--- config.mk ---
export PLATFORM = sky130hd
export DESIGN_NAME = gate_sweep_ctrl
export DESIGN_NICKNAME = d
export VERILOG_FILES = /design/src/rtl/gate_sweep_ctrl.sv
export SDC_FILE = /design/constraint.sdc
export NUM_CORES = 1
export LEC_CHECK = 0
export ABC_AREA = 1
export CELL_PAD_IN_SITES_DETAIL_PLACEMENT = 0
export CELL_PAD_IN_SITES_GLOBAL_PLACEMENT = 1
export CORE_ASPECT_RATIO = 1.4
export CORE_MARGIN = 5
export CORE_UTILIZATION = 48
export DETAILED_ROUTE_END_ITERATION = 6
export DONT_BUFFER_PORTS = 1
export PLACE_DENSITY_LB_ADDON = 0.1
export SYNTH_ARGS = -nofsm -noshare
export SYNTH_HDL_FRONTEND = slang
export SYNTH_SLANG_ARGS = --single-unit
--- constraint.sdc ---
create_clock -name clk -period 2.95 [get_ports clk]
set_clock_uncertainty 0.05 [all_clocks]
set_input_delay 0.7375 -clock clk [delete_from_list [all_inputs] [get_ports clk]]
set_output_delay 0.7375 -clock clk [all_outputs]
set_load 0.005 [all_outputs]
--- src/rtl/gate_sweep_ctrl.sv ---
// rtl/gate_sweep_ctrl.sv - exhaustive truth-table sweep controller for a 2-input gate
//
// Purpose: on start, drives the four {a,b} input vectors of a 2-input gate in
// order, holds each one for SETTLE_CYCLES cycles, samples y into obs_tt and
// finally compares obs_tt against the exp_tt captured at start.
//
// Ports:
//   clk     in   1  system clock, rising edge
//   rst_n   in   1  asynchronous active-low reset
//   start   in   1  sweep request, honoured only in IDLE
//   exp_tt  in   4  expected truth table, bit i = expected y for {a,b}=i
//   y       in   1  output of the gate under test
//   a, b    out  1  gate inputs (a = MSB of vector index)
//   busy    out  1  sweep in progress
//   done    out  1  one-cycle completion pulse
//   pass    out  1  result of the last completed sweep
//   obs_tt  out  4  observed truth table
//   err_cnt out  8  saturating mismatch count (only with GATE_SWEEP_ERRCNT_EN)
//
// Optional feature macro: GATE_SWEEP_ERRCNT_EN

module gate_sweep_ctrl #(
  parameter int unsigned SETTLE_CYCLES = 4
) (
  input  logic       clk,
  input  logic       rst_n,
  input  logic       start,
  input  logic [3:0] exp_tt,
  input  logic       y,
  output logic       a,
  output logic       b,
  output logic       busy,
  output logic       done,
  output logic       pass,
  output logic [3:0] obs_tt
`ifdef GATE_SWEEP_ERRCNT_EN
  ,
  output logic [7:0] err_cnt
`endif
);

  typedef enum logic [1:0] {
    IDLE   = 2'd0,
    SETTLE = 2'd1,
    SAMPLE = 2'd2,
    DONE   = 2'd3
  } state_e;

  // SETTLE counts down from SETTLE_CYCLES-1 to 0, giving SETTLE_CYCLES cycles.
  localparam logic [7:0] CNT_RELOAD = 8'(SETTLE_CYCLES - 1);

  state_e     state_q, state_d;
  logic [1:0] idx_q, idx_d;
  logic [7:0] cnt_q, cnt_d;
  logic [3:0] exp_q, exp_d;
  logic [3:0] obs_q, obs_d;
  logic       pass_q, pass_d;

  // State register
  always_ff @(posedge clk or negedge rst_n) begin
    if (!rst_n) begin
      state_q <= IDLE;
      idx_q   <= 2'd0;
      cnt_q   <= 8'd0;
      exp_q   <= 4'd0;
      obs_q   <= 4'd0;
      pass_q  <= 1'b0;
    end else begin
      state_q <= state_d;
      idx_q   <= idx_d;
      cnt_q   <= cnt_d;
      exp_q   <= exp_d;
      obs_q   <= obs_d;
      pass_q  <= pass_d;
    end
  end

  // Next-state logic
  always_comb begin
    state_d = state_q;
    idx_d   = idx_q;
    cnt_d   = cnt_q;
    exp_d   = exp_q;
    obs_d   = obs_q;
    pass_d  = pass_q;
    case (state_q)
      IDLE: begin
        if (start) begin
          exp_d   = exp_tt;
          obs_d   = 4'd0;
          pass_d  = 1'b0;
          idx_d   = 2'd0;
          cnt_d   = CNT_RELOAD;
          state_d = SETTLE;
        end
      end
      SETTLE: begin
        if (cnt_q == 8'd0) begin
          state_d = SAMPLE;
        end else begin
          cnt_d = cnt_q - 8'd1;
        end
      end
      SAMPLE: begin
        obs_d[idx_q] = y;
        if (idx_q != 2'd3) begin
          idx_d   = idx_q + 2'd1;
          cnt_d   = CNT_RELOAD;
          state_d = SETTLE;
        end else begin
          // Last sample lands in obs_d on this edge, so compare the updated table.
          pass_d  = (obs_d == exp_q);
          state_d = DONE;
        end
      end
      DONE: begin
        state_d = IDLE;
      end
      default: begin
        state_d = IDLE;
      end
    endcase
  end

  // Output logic
  always_comb begin
    a    = 1'b0;
    b    = 1'b0;
    busy = 1'b0;
    done = 1'b0;
    case (state_q)
      SETTLE, SAMPLE: begin
        {a, b} = idx_q;
        busy   = 1'b1;
      end
      DONE: begin
        busy = 1'b1;
        done = 1'b1;
      end
      default: begin
        busy = 1'b0;
      end
    endcase
  end

  assign pass   = pass_q;
  assign obs_tt = obs_q;

`ifdef GATE_SWEEP_ERRCNT_EN
  logic [7:0] err_q, err_d;

  always_comb begin
    err_d = err_q;
    if ((state_q == SAMPLE) && (y != exp_q[idx_q]) && (err_q != 8'hFF)) begin
      err_d = err_q + 8'd1;
    end
  end

  // Cleared only by reset; accumulates across sweeps.
  always_ff @(posedge clk or negedge rst_n) begin
    if (!rst_n) begin
      err_q <= 8'd0;
    end else begin
      err_q <= err_d;
    end
  end

  assign err_cnt = err_q;
`endif

endmodule

== Word-level counts from Yosys, hierarchy flattened ==
Cells that the tools add are included.

* Flip-flop bits (word level): 21
* Bits in latches: 0
* Memory bits (writable): 0
* Memory bits (read-only): 0
* Input bits: 8
* Word-level logic and storage cells: 56
* Memories kept: 0

* Add/subtract/negate cells: 2
* Multiply operators: 0
* Div/mod/pow operators: 0
* $lt $le $gt $ge: 2
* Equal/unequal tests: 10
* Shift operators: 0
* Multiplexer cells: 23
* Bitwise logic cells: 0
* Reductions and logical operators: 13

{| class="wikitable"
|+ Operators by type and width
! cell !! count
|-
| 2-to-1 mux 8 bit || 3
|-
| one-hot mux 8 bit (3 select lines) || 1
|-
| inequality test 2 bit (second input constant) || 6
|-
| 2-to-1 mux 2 bit || 5
|-
| logical NOT 8 bit || 1
|-
| one-hot mux 2 bit (4 select lines) || 1
|-
| one-hot mux 4 bit (2 select lines) || 1
|-
| subtractor 8 x 1 -> 8 bit (second input constant) || 1
|-
| 2-to-1 mux 1 bit || 7
|-
| AND reduction 2 bit || 3
|-
| AND reduction 3 bit || 2
|-
| bitwise mux 4 bit || 1
|-
| equality test 2 bit (second input constant) || 2
|-
| equality test 4 bit || 1
|-
| 2-to-1 mux 4 bit || 1
|-
| one-hot mux 2 bit (2 select lines) || 1
|-
| AND reduction 4 bit || 1
|-
| less-than comparator 2 x 3 -> 1 bit (second input constant) || 1
|-
| nonzero test 3 bit || 1
|-
| OR reduction 3 bit || 1
|-
| adder 2 x 1 -> 2 bit (second input constant) || 1
|-
| demux 1 bit (select 2 bit) || 1
|-
| equality test 2 x 1 -> 1 bit (second input constant) || 1
|-
| >= comparator 2 x 1 -> 1 bit (second input constant) || 1
|-
| other kinds (5) || 5
|}

== Longest topological paths before layout ==
Gate-level depths: netlist of the first run.

* Word-level depth: 8
* Depth in mapped cells: 10
* Depth with buffers taken out: 10

== Worst setup path before layout of the first run ==
Ideal clock, no wire load.

* Path type: register -> output
* From: register state_q[0]
* To: output b
* Data arrival time: 890 ps
* Setup slack: 1273 ps
* Stages on the path, launching flop included: 5
* Path buffers: 0
* Path through: dfrtp_1 > inv_1 > ha_1 > nand2_1 > inv_1

* Longest elaborated chain between the ends: 3
* Elaborated cells on any way between the ends: 4
* Those cells by class: eq/ne: 2; mux: 1; reduce/logical: 1

{| class="wikitable"
|+ RTL lines
! what !! RTL line !! source
|-
| start: declaration || 52 || <nowiki>state_e state_q, state_d;</nowiki>
|-
| start signal: assignment || 69 || <nowiki>state_q <= state_d;</nowiki>
|-
| equality test 2 bit or equality test 2 x 1 -> 1 bit (tied branches) || 131 || <nowiki>case (state_q)</nowiki>
|-
| OR reduction 2 bit (*) || 131 ||
|-
| 2-to-1 mux 1 bit (*) || 131 ||
|-
| end: declaration || 31 || <nowiki>output logic b,</nowiki>
|}

Every way passes the cells marked *; elsewhere a longest branch is shown, timed or not.

== Worst setup path in the final report of the first run ==
Ends and elaborated chain as after synthesis.

==> summary by stage, run 1 <==
Setup path
The maximum fanout count along the critical path is 6. STA puts the critical path data arrival time at around 1.3 ns. The category of the worst setup path capture point is a primary output. The worst setup path is launched from a flop. The worst setup path is of the flop to primary output kind.

Data on the critical path is required at its endpoint by between 2 and 2.5 ns.

Placement
The detailed placer's ending HPWL is ~2200 µm. The worst setup slack before clock tree synthesis is around 1.2 ns. The weighted congestion reported at the end of routability-driven placement is 0.820. The quantity of I/O buffers inserted on ports is 0.

Hold path
The tightest min-delay check is of the primary input to async pin type.

Timing
Setup violations remaining at the end of the flow were counted as 0. The worst hold slack after final layout is a little over 0.05 ns. The max-slew violation total from the final report was 0. Based on the critical path, the design can be clocked at up to roughly 480 MHz. The minimum clock period after layout is 2.07 ns. The final hold violation count is 0. In the finished design, the share of the clock period the worst path needs comes to 0.700. Setup slack on the critical path of the routed design comes to slightly below 0.9 ns. The setup TNS after final layout is 0 ns. The remaining max-slew budget at the tightest pin is 0.687. Setup repair after global routing left no endpoint under its margin. The slew at the pin closest to its max-slew limit is about 0.47 ns.

Route
The number of iterations in the first detailed-routing pass is 4. The DRC violations left is 0. The overall via count from detail_route is approximately 1100. The number of design-rule violations left by the first detailed-router iteration is 31. After detailed routing, the total wire length is about 2700 µm.

Dividing the detail-routed via count by the number of cells gives 4.86. The remaining number of nets flagged by the antenna check after routing is 0. The average wire per standard cell is 12.1 µm.

Global route
Summed over all layers, the global routing overflow is 0. The aggregate global-route resource usage is 0.155. The initial antenna violation count is 0. The via count of the first global-routing pass is about 1100. The global-route wire length before repair is 4500 µm.

The largest net degree at the start of global routing is 22.

Synthesis
The number of warnings printed during yosys synthesis is 0. The gate count after technology mapping is 184. For this run, the register share of the synthesized area comes to 0.387. Synthesis instantiated 21 different standard cells from the library. Counting flops and latches in the post-synthesis netlist gives 21.

The average instance in the mapped netlist occupies about 7.4 µm². The number of nets in the synthesized netlist is a little over 200. The area of the mapped netlist is 0.00136 mm².

Clock tree
Clock-pin slew was measured on the worst setup and hold paths at around 0.13 ns. In this run the number of H-tree levels came out at 1. The tree is rooted in a sky130_fd_sc_hd__clkbuf_4.

The number of hold buffers added after CTS was 0. For this design, the sink count on the clock tree is 21. Counting along the longest clock path gives a buffer depth of 2.

Counting the buffers created by CTS gives 3. The number of gates resized after CTS is 0. The worst-skew pair later-pin latency is 0.31 ns. Once the clock tree was built, the setup fixing pass inserted 0 buffers. TritonCTS built the clock tree.

Pwr
The peak supply drop is 0.000597 V. Power spread over the standard cell area amounts to 971 mW/mm². Summed over all cells, the static leakage comes to 0.788 nW.

Die
The initialized floorplan defines 22 standard-cell rows. The starting utilization of the core area is 0.509. The horizontal die dimension is between 50 and 60 µm. The I/O pin count is 17.

The die covers 0.00401 mm². After floorplanning, the core was sized to cover between 0.002 and 0.003 mm². The die is about 73 µm tall.

Layout
The footprint of the multi-input gates is between 700 and 800 µm². The most common cell after layout, fill and taps aside is sky130_fd_sc_hd__nand2_1. Fill cells in the final layout number ~280.

The area growth from synthesis to final layout is 5.34%. Of the cells placed in the final design, the portion with a size suffix greater than 1 is 0.0798. The library cells used most frequently in the layout, excluding fill and tap cells, are sky130_fd_sc_hd__nand2_1, sky130_fd_sc_hd__inv_1, sky130_fd_sc_hd__dfrtp_1, sky130_fd_sc_hd__nor2_1. 0 antenna diodes ended up in the layout.

The number of nets in the final layout is between 200 and 250. The final core area utilization is 0.536. The flip-flop and latch area is 526 µm².

Status
The flow ran to the end, and the final reports show no timing, DRC or antenna violations.

Run
Across the run, the number of max-cap violations was 0.
## cells in the mapped netlist
master                     count  area [µm²]
sky130_fd_sc_hd__nand2_2       4        25.0
sky130_fd_sc_hd__o21ai_1       4        20.0
sky130_fd_sc_hd__xor2_1        3        26.3
sky130_fd_sc_hd__ha_1         12         150
sky130_fd_sc_hd__xnor2_1       1        8.76
sky130_fd_sc_hd__nor2_1       14        52.6
sky130_fd_sc_hd__dfrtp_1      21         526
sky130_fd_sc_hd__o21ai_0       9        45.0
sky130_fd_sc_hd__a22o_1        2        17.5
sky130_fd_sc_hd__nand2_1      58         218
sky130_fd_sc_hd__mux2_2        2        22.5
sky130_fd_sc_hd__nor2_4        1        11.3
sky130_fd_sc_hd__nand3_1      12        60.1
sky130_fd_sc_hd__nor3_1        1        5.00
sky130_fd_sc_hd__nor2_2        2        12.5
sky130_fd_sc_hd__nand4_1       1        6.26
sky130_fd_sc_hd__a21oi_1       4        20.0
sky130_fd_sc_hd__inv_2         1        3.75
sky130_fd_sc_hd__inv_1        30         113
sky130_fd_sc_hd__nand3b_1      1        7.51
sky130_fd_sc_hd__o21ai_2       1        8.76
## state kept, by name, summed over array words and instances, names as in the netlist
register and flops:
pass 1, state_q 2, cnt_q 8, exp_q 4
idx_q 2, obs_tt 4
## final timing paths
check                      cells after the start   endpoint        from  slack [ns]
hold reg to reg                                2   cnt_q[0]    cnt_q[0]        0.47
setup / recovery                               4          b  state_q[0]        0.88
hold / removal                                 0  obs_tt[2]       rst_n        0.05
setup reg to reg                               7   idx_q[1]  state_q[1]        1.25
max in group asynchronous                      0   cnt_q[6]       rst_n        2.71
min in group clk                               2   cnt_q[0]    cnt_q[0]        0.47
## metrics by stage
step,instances,total power [mW],cell area (µm²)
after floorplan,184,1.09,1360
after global placement,220,1.24,1400
after detailed placement,220,1.26,1400
after CTS,224,1.41,1430
after global routing,224,1.55,1430
final,224,1.39,1430
## cell families (layout without fill, tap and decap cells)
| group | Yosys count | after routing | synth area share |
|---|---|---|---|
| compound gates | 20 | 20 | 0.0820 |
| buf+inv | 31 | 35 | 0.0856 |
| mux | 2 | 2 | 0.0166 |
| fa+ha+maj | 12 | 12 | 0.110 |
| simple gates | 94 | 94 | 0.293 |
| xor+xnor | 4 | 4 | 0.0258 |
| flops | 21 | 21 | 0.387 |
## cell type report
type,count,area share
Multi-Input combinational cell,132,0.501
Sequential cell,21,0.367
Clock buffer,3,0.0157
Tap cell,36,0.0315
Clock inverter,1,0.00350
Inverter,31,0.0813
## critical path, cell delays in order (launching register included)
cell	delay [ns]
sky130_fd_sc_hd__dfrtp_1	0.45
sky130_fd_sc_hd__inv_1	0.11
sky130_fd_sc_hd__ha_1	0.31
sky130_fd_sc_hd__nand2_1	0.07
sky130_fd_sc_hd__inv_1	0.05
## per-layer routing
| metal | wire, µm | GRT usage |
|---|---|---|
| met2 | 1480 | 0.286 |
| met3 | 101 | 0.0245 |
| met1 | 1110 | 0.164 |
| met5 | 0 | 0 |
| met4 | 21 | 0.0649 |
## report_power, final
| group | internal (mW) | switching [mW] |
|---|---|---|
| logic | 0.269 | 0.475 |
| clock network | 0.0505 | 0.0895 |
| registers | 0.399 | 0.107 |
| total | 0.719 | 0.671 |
Note: power is estimated with default switching activity, not from simulation.
==> inputs of run 2 (changes only) <==
Settings changed: CORE_UTILIZATION 48 to 45.
Clock period 2.95 ns to 2.03 ns, I/O delays scaled along.
==> run 2 against run 1 <==
Sequential share of layout area down 0.75 points; power up 52%; final area up 2.1%; global-route usage down 0.32 points; cell count up 0.89%; setup slack worse by 0.66 ns; largest cell class unchanged; sequential power up 45%; critical path type unchanged; critical endpoint unchanged; routed wire length up 4.2%; core utilization down 2.8 points; die area up 5.6%; largest power group unchanged; via count up 2.3%; register-to-register slack worse by 0.92 ns.
==> summary by stage, run 2 (synthesized netlist as in run 1, its figures left out) <==
Layout
In the layout the commonest cells are sky130_fd_sc_hd__nand2_1, sky130_fd_sc_hd__inv_1, sky130_fd_sc_hd__dfrtp_1, sky130_fd_sc_hd__nor2_1. The count of inserted antenna diode cells is 0 (unchanged). The number of nets in the final layout was 210 (+0.48%).

Relative to the synthesized area, the layout overhead comes to 7.55%. The fraction of layout cells with a size suffix above 1 is 0.0794 (-0.000422). cnt_q holds more flip-flops than any other register.

The flip-flop count of the largest register after layout was 8 (unchanged). The most common cell after layout, fill and taps aside is sky130_fd_sc_hd__nand2_1.

Pwr
The peak supply drop is 0.000836 V (+40%). The overall power of the completed layout was 2.11 mW (+52%). The ratio of total power to cell area is 1440 mW/mm² (+49%). The static power due to leakage is 0.800 nW (+1.5%).

Clock tree
The number of buffers created by CTS came to 3 (unchanged). The depth of the CTS H-tree came to 1 (unchanged). The number of gates resized after CTS was 0 (unchanged). The maximum number of buffers from clock root to sink came to 2 (unchanged). In this run the clock root is driven by a sky130_fd_sc_hd__clkbuf_8.

The worst-skew pair later-pin latency is 0.26 ns (-0.05 ns). The clock tree from TritonCTS is yes. The clock transition at the register clock pins on the worst setup and hold paths after CTS is 0.08 ns (-0.05 ns). The number of sinks on the clock net was 21 (unchanged).

Route
The via density per instance came to 4.92 (+1.4%). The remaining number of nets flagged by the antenna check after routing is 0 (unchanged). The average wire per standard cell was 12.5 µm (+3.3%). The DRC violations left is 0 (unchanged).

The number of iterations in the first detailed-routing pass is 4 (unchanged). The overall via count from detail_route is 1113 (+2.3%). The wire length after detailed routing is 2830 µm (+4.2%). The number of design-rule violations left by the first detailed-router iteration is 33 (+6.5%).

Global route
The via count of the first global-routing pass was 1148 (+5.9%). The leftover overflow at the end of global routing came to 0 (unchanged). The largest net degree at the start of global routing is 22 (unchanged).

The global-route wire length before repair was 5000 µm (+11%). The initial antenna violation count is 0 (unchanged). The aggregate global-route resource usage is 0.152 (-0.00315).

Die
The starting utilization of the core area is 0.472 (-0.0367). The placement row count is 23 (+4.5%). The I/O pin count was 17 (unchanged). The horizontal die dimension is 56.4 µm (+2.7%).

The die boundary height came to 75.0 µm (+2.8%). The core outline area is 0.00288 mm² (+7.8%). The area enclosed by the die boundary was 0.00423 mm² (+5.6%).

Setup path
The worst setup path is captured at a primary output. The endpoint identified for the worst register-to-register timing path is idx_q[1]. The critical path required time is 1.47 ns (-0.69 ns). The startpoint kind of the worst setup timing path is a flop.

The worst reg-to-reg setup slack is 0.33 ns (-0.92 ns). The count of cells along the worst register-to-register path came to 7 (unchanged). The maximum fanout count along the critical path is 6 (unchanged).

The critical path in this run is classified as flop to primary output. The arrival time at the worst endpoint came to 1.25 ns (-0.03 ns). The launch instance of the worst register-to-register path is state_q[1].

Timing
The slew at the pin closest to its max-slew limit is 0.977 ns (+0.508 ns). The max-slew violation total from the final report is 0 (unchanged). In the finished design, the share of the clock period the worst path needs comes to 0.888.

The total of endpoints with negative setup slack in the final report is 0 (unchanged). The remaining max-slew budget at the tightest pin was 0.346 (-0.341). Setup repair after global routing left no endpoint under its margin. Derived from the worst setup path, the maximum achievable clock frequency is 554 MHz.

The setup TNS after final layout is 0 ns (unchanged). The final hold violation count is 0 (unchanged). The minimum clock period after layout is 1.80 ns.

Run
The max capacitance violation total is 0 (unchanged).

Hold path
The path class of the lowest-slack min-delay path is primary input to flop. The path with the worst hold slack has its endpoint at exp_q[2]. The beginning of the worst hold path is exp_tt[2]. Along the worst hold path, the cell count comes to 1.

Placement
The quantity of I/O buffers inserted on ports is 0 (unchanged). The weighted congestion reported at the end of routability-driven placement came to 0.843 (+2.8%). The detailed placer's ending HPWL is 2250 µm (+3.0%).

Status
The flow ran to the end, and the final reports show no timing, DRC or antenna violations.
==> run 2: timing repair <==
item,in CTS,in global routing
setup buffers,0,0
endpoints found under the hold margin,21,0
hold buffers,1,0
==> run 2: worst max-delay path by stage <==
stage / end / slack (ns) / from
floorplan: cnt_q[0] / 0.58 / state_q[1]
global placement: idx_q[1] / 0.40 / state_q[1]
detailed placement: idx_q[1] / 0.34 / state_q[1]
CTS: b / 0.20 / state_q[0]
global route: idx_q[1] / 0.1 / state_q[1]
finish: b / 0.23 / state_q[0]
==> run 2: stage by stage <==
| step | utilization | std cells | hold WS (ns) | setup slack [ns] | instance area [µm²] |
|---|---|---|---|---|---|
| 5_1_grt | 0.508 | 226 | 0.342 | 0.0987 | 1460 |
| 3_5_place_dp | 0.488 | 221 | 0.163 | 0.342 | 1410 |
| 4_1_cts | 0.508 | 226 | 0.338 | 0.205 | 1460 |
| 2_1_floorplan | - | 184 | 0.162 | 0.580 | 1360 |
| 6_report | 0.508 | 226 | 0.345 | 0.226 | 1460 |
| 3_3_place_gp | 0.488 | 221 | 0.162 | 0.402 | 1410 |
==> run 2: where the power goes <==
group	switching [mW]	internal [mW]	leakage (nW)
Clock	0.140	0.137	0.0255
Combinational	0.708	0.393	0.507
Sequential	0.152	0.580	0.268
==> run 2: layer usage <==
layer  wire [µm]  GRT usage
met2        1590      0.301
met1        1150      0.158
met5           0          0
met3          68     0.0274
met4          27     0.0528
==> run 2: cell type report <==
type | count | area [µm²]
Tap cell | 37 | 46.3
Clock buffer | 3 | 41.3
Fill cell | 295 | 1420
Multi-Input combinational cell | 132 | 717
Clock inverter | 1 | 5.00
Inverter | 31 | 116
Sequential cell | 21 | 526
Timing Repair Buffer | 1 | 10.0
==> run 2: worst max-delay path, stage by stage, from the launching register on <==
cell and delay [ns]:
sky130_fd_sc_hd__dfrtp_1 0.44, sky130_fd_sc_hd__inv_1 0.11, sky130_fd_sc_hd__ha_1 0.32, sky130_fd_sc_hd__nand2_1 0.07
sky130_fd_sc_hd__inv_1 0.05
==> inputs of run 3 (changes only) <==
Settings changed: ABC_AREA 1 to not set, CORE_UTILIZATION 45 to 50, CTS_BUF_LIST set to sky130_fd_sc_hd__clkbuf_8.
==> run 3 against run 2 <==
Clock-buffer cell count unchanged; combinational power up 16%; routed wire length up 8.5%; flip-flop and latch count unchanged; clock power about the same; power up 8.3%; fmax down 4.5%; first-iteration DRC count down 45%; final area up 9.6%; sequential share of layout area down 3.1 points; critical path type is now flop to flop; highest routed layer unchanged.
==> summary by stage, run 3 <==
Timing
The remaining max-slew budget at the tightest pin is 0.338 (-0.00833). The final hold violation count was 0 (unchanged). The slew at the pin closest to its max-slew limit was 0.990 ns (+0.0125 ns).

The total of endpoints with negative setup slack in the final report came to 0 (unchanged). The setup TNS after final layout is 0 ns (unchanged). Setup repair after global routing left no endpoint under its margin. The highest clock rate is 530 MHz (-4.5%). The final worst setup slack is 0.142 ns (-0.0842 ns). The minimum clock period after layout was 1.89 ns (+0.0842 ns).

The max-slew violation total from the final report came to 0 (unchanged). The final critical-path share of the clock period is 0.930 (+0.0415).

Synthesis
The share of the synthesized area in the top cell type was 0.363 (-0.0234). The mean post-synth cell area is 9.27 µm² (+26%). The number of warnings printed during yosys synthesis was 0 (unchanged). The dominant register cell in the synthesized netlist is sky130_fd_sc_hd__dfrtp_1. The count of different cell masters after synthesis is 40 (+90%). The number of flip-flops and latches in the synthesized netlist is 21 (unchanged). The sequential-to-total area share from yosys stat came to 0.363 (-0.0234). sky130_fd_sc_hd__dfrtp_1 is the most common cell in the netlist.

In the post-synthesis netlist, the biggest area contributors are sky130_fd_sc_hd__dfrtp_1, sky130_fd_sc_hd__ha_1, sky130_fd_sc_hd__o21ai_0. The number of flops mapped to enable cells by yosys came to 0 (unchanged). The cell type with the largest total area after synthesis is sky130_fd_sc_hd__dfrtp_1. The area of the mapped netlist is 0.00145 mm² (+6.4%). After synthesis, the most frequently instantiated cells are sky130_fd_sc_hd__dfrtp_1, sky130_fd_sc_hd__o21ai_0, sky130_fd_sc_hd__a21oi_1, sky130_fd_sc_hd__ha_1, sky130_fd_sc_hd__inv_1. The post-synthesis net count was 176 (-14%). The gate count after technology mapping is 156 (-15%). The fraction of registers with async set or reset after synthesis was 1.00 (unchanged).

Route
The number of design-rule violations left by the first detailed-router iteration is 18 (-45%). The overall via count from detail_route came to 1183 (+6.3%). The wire length after detailed routing is 3070 µm (+8.5%). The average wire per standard cell is 15.3 µm (+22%). The DRC violations left is 0 (unchanged). The via density per instance is 5.89 (+20%). The number of iterations in the first detailed-routing pass is 4 (unchanged). The remaining number of nets flagged by the antenna check after routing is 0 (unchanged).

Die
The placement row count is 23 (unchanged). The starting utilization of the core area was 0.513 (+0.0407). The I/O pin count came to 17 (unchanged). The area enclosed by the die boundary is 0.00408 mm² (-3.5%). The die boundary height is 73.6 µm (-1.8%).

The horizontal die dimension is 55.5 µm (-1.7%). The core outline area is 0.00282 mm² (-2.0%).

Setup path
The maximum fanout count along the critical path is 8 (+2). STA classifies the critical path endpoint as a flop. Traced cell by cell, the critical path runs through inv_1, ha_1, or3b_1, nor3_4, buf_4, or4_1, a21oi_2.

The critical-path cell with the highest stage delay is sky130_fd_sc_hd__or4_1. The peak per-stage delay on the critical path is 0.49 ns (+0.05 ns). STA classifies the critical path startpoint as a flop. The critical path class is flop to flop. The critical path required time is 2.17 ns (+0.70 ns). The arrival time at the worst endpoint is 2.03 ns (+0.78 ns).

Placement
The worst setup slack before clock tree synthesis is 0.0908 ns (-0.251 ns). The quantity of I/O buffers inserted on ports is 0 (unchanged). The weighted congestion reported at the end of routability-driven placement is 0.776 (-8.0%). The detailed placer's ending HPWL is 2300 µm (+1.9%).

Pwr
The sequential cell fraction of total power is 0.317 (-0.030). The power share of the clock group is 0.121 (-0.010). The switching power summed over all nets came to 985 µW (-1.6%).

The internal power was 1.30 mW (+17%). The ratio of total power to cell area is 1430 mW/mm² (-1.2%). The static power due to leakage is 0.695 nW (-13%). The switching share of power is 0.431 (-0.0430).

The relative contribution of combinational cells to total power came to 0.562 (+0.040). The peak supply drop came to 0.000615 V (-26%).

Global route
The global-route wire length before repair is 5150 µm (+2.9%). The via count of the first global-routing pass is 1186 (+3.3%). The largest net degree at the start of global routing is 22 (unchanged). The leftover overflow at the end of global routing is 0 (unchanged).

The aggregate global-route resource usage is 0.158 (+0.00621). The initial antenna violation count is 0 (unchanged).

Clock tree
The worst-skew pair later-pin latency is 0.26 ns (about the same). The number of sinks on the clock net is 21 (unchanged). The number of buffers created by CTS came to 3 (unchanged). The maximum number of buffers from clock root to sink is 2 (unchanged).

The buffer cell driving the clock tree root is sky130_fd_sc_hd__clkbuf_8. The depth of the CTS H-tree is 1 (unchanged). The clock transition at the register clock pins on the worst setup and hold paths after CTS is 0.08 ns (about the same). The clock tree from TritonCTS is yes.

Layout
Leaving out fill and tap cells, the most frequent cells in the layout are sky130_fd_sc_hd__dfrtp_1, sky130_fd_sc_hd__o21ai_0, sky130_fd_sc_hd__ha_1, sky130_fd_sc_hd__a21oi_1, sky130_fd_sc_hd__buf_4. Leaving out fill and tap cells, the most frequent cell in the layout is sky130_fd_sc_hd__dfrtp_1. The number of nets in the final layout came to 185 (-12%). cnt_q holds more flip-flops than any other register. The count of inserted antenna diode cells is 0 (unchanged).

The number of fillers in the final layout came to 290 (-1.7%). The footprint of the multi-input gates is 860 µm² (+20%). The flip-flop and latch area came to 527 µm² (+0.24%). Relative to the synthesized area, the layout overhead comes to 10.7%. The flip-flop count of the largest register after layout is 8 (unchanged).

The fraction of layout cells with a size suffix above 1 is 0.189 (+0.110).

Hold path
The min-delay analysis places its worst path in the category primary input to flop.

Status
The run finished with clean final reports.

Run
The max capacitance violation total was 0 (unchanged).
[run 3: cell families (layout without fill, tap and decap cells)]
logic type	count (synthesis)	in the layout	synth area share
AND/OR/NAND/NOR	47	47	0.200
AO/OA/AOI/OAI	47	47	0.205
buffers and inverters	17	25	0.0450
adder cells (fa/ha/maj)	12	12	0.104
multiplexers	8	8	0.0588
flip-flops	21	21	0.363
XOR/XNOR	4	4	0.0242
[run 3: through the flow]
stage | util | power (mW) | instance area (µm²) | hold WS (ns) | cells
floorplan | - | 1.67 | 1450 | 0.162 | 156
global placement | 0.538 | 1.95 | 1520 | 0.162 | 193
detailed placement | 0.538 | 1.98 | 1520 | 0.163 | 193
CTS | 0.558 | 2.28 | 1570 | 0.337 | 198
global route | 0.568 | 2.51 | 1600 | 0.331 | 201
finish | 0.568 | 2.28 | 1600 | 0.345 | 201
[run 3: final timing paths]
kind | startpoint | endpoint | slack [ns] | cells after the start
max | cnt_q[0] | cnt_q[4] | 0.14 | 7
min | exp_tt[1] | exp_q[1] | 0.35 | 1
max reg2reg | cnt_q[0] | cnt_q[4] | 0.14 | 7
min reg2reg | exp_q[1] | exp_q[1] | 0.48 | 1
max in group asynchronous | rst_n | state_q[0] | 0.47 | 1
min in group asynchronous | rst_n | idx_q[0] | 0.80 | 1
[run 3: repair_timing]
item | CTS | global route
resized for setup | 0 | 3
endpoints found under the setup margin | 0 | 3
hold buffers | 1 | 0
setup buffers | 0 | 3
endpoints found under the hold margin | 21 | 0
[run 3: critical path: cells and delay by family (launching register included)]
family,cells,cell delay (ns)
simple gates,3,0.82
flops,1,0.37
buf+inv,2,0.24
fa+ha+maj,1,0.19
compound gates,1,0.14
[run 3: power groups by stage]
stage                     combinational (mW)  sequential (mW)  clock, mW
after floorplan                        0.966            0.701          0
after global placement                  1.22            0.726          0
after detailed placement                1.24            0.733          0
after CTS                               1.26            0.724      0.292
after global routing                    1.45            0.749      0.307
final                                   1.28            0.724      0.277
[run 3: cell type report]
class	count	share of cell area
inverter	10	0.0234
sequential	21	0.329
multi-input combinational	118	0.537
tap	37	0.0289
timing repair buffer	11	0.0531
clock inverter	1	0.00312
clock buffer	3	0.0258
[run 3: metal layers]
metal,wire length [µm],track usage,vias up
met5,0,0,-
met4,67,0.0892,0
met3,81,0.0211,7
met2,1720,0.311,19
met1,1210,0.157,582
li1,-,-,575
